==> src/rtl/grey_mode_ctrl.sv <==
// Grey/binary mode controller: debounced switches commit on frame start (1-cycle latency after rise).
// Optional ADAPTIVE_THRESH_EN: per-frame mean of the first 65536 pixels becomes the binary threshold.
module grey_mode_ctrl #(
  parameter logic [15:0] DEBOUNCE_CYC   = 16'd50000,
  parameter logic [11:0] DEFAULT_THRESH = 12'd2000
) (
  input  logic        iCLK,
  input  logic        iRST_N,
  input  logic        iGRAY_SW,
  input  logic        iBINARY_SW,
  input  logic        iFVAL,
  input  logic        iDVAL,
  input  logic [11:0] iGREY,
  output logic        oGRAY_MODE,
  output logic        oBINARY_MODE,
  output logic [11:0] oTHRESHOLD,
  output logic        oMODE_CHG
);

  // Index 0 = grey switch, index 1 = binary switch.
  logic [1:0]  r_sync1;
  logic [1:0]  r_sync2;
  logic [1:0]  r_db;
  logic [15:0] r_db_cnt [2];
  logic        r_fval_d;
  logic        r_gray_mode;
  logic        r_bin_mode;
  logic        r_mode_chg;

  logic        w_rise;
  logic        w_fall;
  logic        w_gray_new;
  logic        w_bin_new;
  logic [15:0] w_db_last;

  assign w_db_last  = DEBOUNCE_CYC - 16'd1;
  assign w_rise     = iFVAL & ~r_fval_d;
  assign w_fall     = ~iFVAL & r_fval_d;
  assign w_gray_new = r_db[0];
  assign w_bin_new  = r_db[1] & r_db[0];

  always_ff @(posedge iCLK or negedge iRST_N) begin
    if (!iRST_N) begin
      r_sync1 <= 2'b00;
      r_sync2 <= 2'b00;
    end else begin
      r_sync1 <= {iBINARY_SW, iGRAY_SW};
      r_sync2 <= r_sync1;
    end
  end

  // A switch must disagree with its debounced value for DEBOUNCE_CYC straight cycles.
  always_ff @(posedge iCLK or negedge iRST_N) begin
    if (!iRST_N) begin
      r_db <= 2'b00;
      for (int k = 0; k < 2; k++) r_db_cnt[k] <= 16'd0;
    end else begin
      for (int k = 0; k < 2; k++) begin
        if (r_sync2[k] != r_db[k]) begin
          if (r_db_cnt[k] == w_db_last) begin
            r_db[k]     <= r_sync2[k];
            r_db_cnt[k] <= 16'd0;
          end else begin
            r_db_cnt[k] <= r_db_cnt[k] + 16'd1;
          end
        end else begin
          r_db_cnt[k] <= 16'd0;
        end
      end
    end
  end

  // Reset to 1 so a frame already running at reset release is not seen as a start.
  always_ff @(posedge iCLK or negedge iRST_N) begin
    if (!iRST_N) r_fval_d <= 1'b1;
    else         r_fval_d <= iFVAL;
  end

  always_ff @(posedge iCLK or negedge iRST_N) begin
    if (!iRST_N) begin
      r_gray_mode <= 1'b0;
      r_bin_mode  <= 1'b0;
      r_mode_chg  <= 1'b0;
    end else if (w_rise) begin
      r_gray_mode <= w_gray_new;
      r_bin_mode  <= w_bin_new;
      r_mode_chg  <= (w_gray_new != r_gray_mode) | (w_bin_new != r_bin_mode);
    end else begin
      r_mode_chg  <= 1'b0;
    end
  end

  assign oGRAY_MODE   = r_gray_mode;
  assign oBINARY_MODE = r_bin_mode;
  assign oMODE_CHG    = r_mode_chg;

`ifdef ADAPTIVE_THRESH_EN
  typedef enum logic [1:0] {S_IDLE, S_ACCUM, S_HOLD, S_UPDATE} state_t;

  state_t      r_state;
  state_t      w_state_nxt;
  logic [27:0] r_sum;
  logic [16:0] r_count;
  logic [11:0] r_thresh;
  logic        w_pix;
  logic        w_clr;
  logic        w_acc;
  logic        w_load;

  assign w_pix = iFVAL & iDVAL;

  always_ff @(posedge iCLK or negedge iRST_N) begin
    if (!iRST_N) r_state <= S_IDLE;
    else         r_state <= w_state_nxt;
  end

  always_comb begin
    w_state_nxt = r_state;
    case (r_state)
      S_IDLE:   if (w_rise) w_state_nxt = S_ACCUM;
      S_ACCUM: begin
        if (w_fall)                                w_state_nxt = S_IDLE;
        else if (w_pix && r_count == 17'd65535)    w_state_nxt = S_HOLD;
      end
      S_HOLD:   if (w_fall) w_state_nxt = S_UPDATE;
      // A new frame may start right in the update cycle.
      S_UPDATE: w_state_nxt = w_rise ? S_ACCUM : S_IDLE;
      default:  w_state_nxt = S_IDLE;
    endcase
  end

  always_comb begin
    w_clr  = (w_state_nxt == S_ACCUM) && (r_state != S_ACCUM);
    w_acc  = (r_state == S_ACCUM) && w_pix;
    w_load = (r_state == S_UPDATE);
  end

  always_ff @(posedge iCLK or negedge iRST_N) begin
    if (!iRST_N) begin
      r_sum   <= 28'd0;
      r_count <= 17'd0;
    end else if (w_clr) begin
      r_sum   <= 28'd0;
      r_count <= 17'd0;
    end else if (w_acc) begin
      r_sum   <= r_sum + {16'd0, iGREY};
      r_count <= r_count + 17'd1;
    end
  end

  // Sum of exactly 65536 pixels: the top 12 bits are the frame mean.
  always_ff @(posedge iCLK or negedge iRST_N) begin
    if (!iRST_N)     r_thresh <= DEFAULT_THRESH;
    else if (w_load) r_thresh <= r_sum[27:16];
  end

  assign oTHRESHOLD = r_thresh;
`else
  logic w_unused_pix;
  assign w_unused_pix = ^{iDVAL, iGREY};
  assign oTHRESHOLD   = DEFAULT_THRESH;
`endif

endmodule

==> config.mk <==
export PLATFORM = sky130hd
export DESIGN_NAME = grey_mode_ctrl
export DESIGN_NICKNAME = d
export VERILOG_FILES = /design/src/rtl/grey_mode_ctrl.sv
export SDC_FILE = /design/constraint.sdc
export NUM_CORES = 1
export LEC_CHECK = 0
export CAP_MARGIN = 20
export CORE_ASPECT_RATIO = 0.7
export CORE_MARGIN = 8
export CORE_UTILIZATION = 45
export CTS_CLUSTER_SIZE = 10
export DETAILED_ROUTE_END_ITERATION = 16
export PLACE_DENSITY = 0.68
export SYNTH_ARGS = -nofsm -noshare
export SYNTH_HDL_FRONTEND = slang
export SYNTH_SLANG_ARGS = --single-unit
==> constraint.sdc <==
create_clock -name iCLK -period 2.7 [get_ports iCLK]
set_input_delay 0.54 -clock iCLK [delete_from_list [all_inputs] [get_ports iCLK]]
set_output_delay 0.54 -clock iCLK [all_outputs]
set_load 0.03 [all_outputs]
=== Word level (Yosys, flattened, before mapping) ===
Cells that the tools add are included.

* Register bits: 42
* Bits of input ports: 18
* Output and inout bits: 15
* Logic and storage cells: 29

* $add $sub $neg: 2
* Equality and inequality tests: 6
* Muxes and demuxes: 5
* Bitwise gates (word level): 4
* Reduce and logical (&&, ||, !) cells: 2

{| class="wikitable"
|+ Operators by type and width
! operator !! count
|-
| 16-bit 2-to-1 mux || 4
|-
| 16-bit by 1-bit adder with 16-bit output (second input constant) || 2
|-
| 16-bit equality test (second input constant) || 2
|-
| 1-bit != test || 4
|-
| 2-bit AND reduction || 2
|-
| 1-bit bitwise AND || 2
|-
| 1-bit 2-to-1 mux || 1
|-
| 1-bit inverter || 1
|-
| 1-bit bitwise OR || 1
|}

=== Longest topological paths before layout ===
* Word-level depth: 4
* Depth in mapped cells: 5
* Depth with buffers taken out: 5

=== Worst setup path after synthesis ===
No wires, ideal clock.

* Path type: register -> register
* Start: reg r_db_cnt[5] in the netlist's numbering
* End: reg r_db_cnt[10] in the netlist's numbering
* Library setup time: 0.119 ns
* Data arrival time: 1.570 ns
* Required time: 2.581 ns
* Slack: 1.012 ns
* Stages on the path, launching flop included: 5
* Path buffers: 1
* Clock period less this slack: 1.688 ns
* Path through: dfrtp_1 -> or3_1 -> o41ai_4 -> buf_6 -> nor2_1

* Word-level cells in the longest chain between the ends: 3
* Elaborated cells between the ends (all ways): 4
* Those cells by class: 1 x add/sub; 1 x eq/ne; 2 x mux

{| class="wikitable"
|+ Ends and longest elaborated chain
! element !! line !! source
|-
| start, declared || 24 || <nowiki>logic [15:0] r_db_cnt [2];</nowiki>
|-
| start signal, assigned by index || 64 || <nowiki>r_db_cnt[k] <= r_db_cnt[k] + 16'd1;</nowiki>
|-
| 16-bit by 1-bit adder with 16-bit output or 16-bit equality test (tied branches) || 64, 60 ||
|-
| 16-bit 2-to-1 mux * || 60 || <nowiki>if (r_db_cnt[k] == w_db_last) begin</nowiki>
|-
| 16-bit 2-to-1 mux * || 59 || <nowiki>if (r_sync2[k] != r_db[k]) begin</nowiki>
|}

Mark *: on every way between the ends. The rest lies on a longest branch, timed or not.
A chain may end at the register's enable or synchronous reset.

=== Worst setup path in the final report ===
* Start: reg r_bin_mode, in the netlist oBINARY_MODE
* End: out oBINARY_MODE

{| class="wikitable"
|+ RTL lines
! element !! line !! source
|-
| start, declared || 27 || <nowiki>logic r_bin_mode;</nowiki>
|-
| start signal, assigned || 86 || <nowiki>r_bin_mode <= w_bin_new;</nowiki>
|-
| end, declared || 15 || <nowiki>output logic oBINARY_MODE,</nowiki>
|}

No word-level cell between the ends.

==> qor.yml <==
worst_setup_path:
  critPathLaunchType: "register"
  cpPeakStageDelay_ns: 0.70
  r2r-end: "r_db_cnt[2]"
  cp.arrival_ns: 1.39
  cp-end-kind: "output pin"
  critPathKind: "reg -> out"
  crit_slowest_cell: "clkdlybuf4s50_1"
  cp_max_fo: 4
  rrSetupSlack_ns: 0.77
  cp_cell_sequence: "clkdlybuf4s50_1"
  critPathBufInv: 1
  cp.required_ns: 2.16
  r2r-start: "r_db_cnt[11]"
  reg2reg_depth: 5
  path_delay_family: "buffers and inverters"
routing:
  routed_wl_um: 3300
  ant_nets: 0
  drc: 0
  vias_per_cell: 4.936
  wl_per_cell_um: 12.41
  drtIter0Drc: 65
  firstDrtPassIters: 4
  vias: 1313
clock_network:
  cts_sinks: 42
  cts_setup_buffers: 0
  hold_buffers: 0
  cts_tree: "yes"
  cts_buffers: 5
  cts_resized: 0
  root_buffer: "clkbuf_8"
  max-clock-path-buffers: 2
  clkTransAtPathRegs_ns: 0.07
  clock_latency_ns: 0.29
  h-tree-depth: 2
yosys:
  synth_seq_cells: 42
  syn_avg_cell_area_um2: 10.38
  synth_area_leaders: "dfrtp_1 50%, xnor2_1 11%, nor2_1 6.9%"
  ys_async_sr_fraction_pct: 100.0
  yosysWarnings: 0
  synth_cells: 198
  synthTopCellsByCount: "41 x dfrtp_1, 38 x nor2_1, 25 x xnor2_1"
  synthesis.area_um2: 2056
  synthFlopType: "dfrtp_1"
  yosysMostFrequentCell: "dfrtp_1"
  synth_area_leader_cell: "dfrtp_1"
  ys_seq_area_share_pct: 51.19
  synth_edf_count: 0
  synth_top_area_share_pct: 49.91
  ys_types: 27
floorplan:
  core_um2: 4379
  fp.dieH_um: 72.55
  initial_core_util_pct: 46.94
  die_area_um2: 7022
  die_x_um: 96.79
  pin_count: 33
  rows: 20
global_route:
  grt_max_degree: 43
  antenna_found_initial: 0
  grt_usage_pct: 10.22
  grt_remaining_overflow: 0
  grt_pass1_wl_um: 5927
  grt_pass1_vias: 1280
timing:
  slew_headroom_pct: 40.86
  setup_viol: 0
  hold_violations: 0
  rsz0062_at_grt: "no"
  max_freq_mhz: 518.4
  finalSetupTns_ns: 0
  min_period_ns: 1.929
  finalClockSkew_ns: 0.005588
  worst_slew_pin_slew_ns: 0.8871
  fin_crit_sh_pct: 71.45
  maxSlewViolCount: 0
worst_hold_path:
  hp-start: "r_sync1[1]"
  min_to: "r_sync2[1]"
  hp-class: "reg -> reg"
  whs_path_depth: 0
finish:
  final_net_count: 230
  final_core_util_pct: 50.71
  area_delta_synth_final_pct: 8.034
  n_fill_cell: 386
  drive_gt1_share_pct: 9.005
  antenna_cells: 0
power_and_ir_drop:
  ir_drop_mv: 0.2981
  p_leak_nw: 0.9147
  power_density_nw_per_um2: 506.4
place:
  dp_hpwl_um: 2375
  io_buffers: 7
  globalplace.congestion: 0.7482
job:
  maxCapViolCount: 0
run_status:
  run_status: "complete, no violations"
## area by class of cell
type                       count  area, µm²  share of cell area [%]
sequential                    42       1052                   47.38
clock buffer                   7      86.33                   3.887
inverter                       7      26.28                   1.183
tap                           55      68.82                   3.099
clock inverter                 1      5.005                  0.2254
timing repair buffer           9      80.08                   3.606
multi-input combinational    145      902.1                   40.62
## per-stage QoR
step                      std cells  power, mW  setup WS, ns  hold WS, ns  area [µm²]
after CTS                       266      1.141        0.7498       0.3521        2221
final                           266      1.125        0.7708       0.3522        2221
after detailed placement        258     0.7311        0.7618       0.3347        2130
after floorplan                 208     0.7211         1.012       0.2444        2093
after global routing            266      1.170        0.6160       0.3749        2221
after global placement          258     0.7303        0.7425       0.3342        2130
## sequential cells by signal (all words and copies together) (netlist names)
signal and count:
r_db 2, oGRAY_MODE 1, oBINARY_MODE 1, r_db_cnt 32, oMODE_CHG 1, r_sync2 2, r_sync1 2, r_fval_d 1
## per-layer routing
metal  global-route usage [%]  part of all wire [%]  up-vias
li1                         -                     -      669
met1                    13.88                    56      616
met2                    13.62                    37       24
met3                    3.890                   5.8        4
met4                    5.263                   1.6        0
met5                        0                     0        -
## worst max path at each step
stage / end / start / slack, ns / depth (start not counted)
4_1_cts: r_db_cnt[14] / r_db_cnt[11] / 0.75 / 5
3_3_place_gp: r_db_cnt[8] / r_db_cnt[11] / 0.74 / 5
5_1_grt: r_db_cnt[5] / r_db_cnt[11] / 0.62 / 5
6_report: oBINARY_MODE / oBINARY_MODE / 0.77 / 1
3_5_place_dp: r_db_cnt[14] / r_db_cnt[11] / 0.76 / 5
2_1_floorplan: r_db_cnt[10] / r_db_cnt[5] / 1.01 / 4
## logic make-up (layout without fill, tap and decap cells)
| group | after synthesis | count (layout) | share of synthesized area, % |
|---|---|---|---|
| compound gates | 6 | 6 | 4.017 |
| xor+xnor | 30 | 30 | 12.78 |
| fa+ha+maj | 2 | 2 | 1.217 |
| buf+inv | 21 | 24 | 6.756 |
| flops | 42 | 42 | 51.19 |
| mux | 3 | 3 | 1.643 |
| other cells | 2 | 12 | 0.3653 |
| simple gates | 92 | 92 | 22.03 |
## cell usage in the layout, fill, tap and decap left out, types with 2 or more instances in the layout
cell and n:
clkbuf_8 6, o21ai_0 2, dfrtp_1 41, ha_1 2, inv_1 7, mux2_2 3
or3_1 3, conb_1 12, nand4_1 7, nand3_1 11, nand2_1 9, o41ai_4 2
nor4_1 9, nor2_1 38, nor3_1 8, xnor2_1 25, nand3b_1 2, xor2_1 5
buf_4 2, clkdlybuf4s50_1 6
## power breakdown
group | internal (mW) | total [mW] | switching (mW)
sequential | 0.640 | 0.650 | 0.0100
clock | 0.206 | 0.407 | 0.200
combinational | 0.0170 | 0.0678 | 0.0508
total | 0.863 | 1.12 | 0.261
No activity file was read; power rests on OpenSTA's default activity.
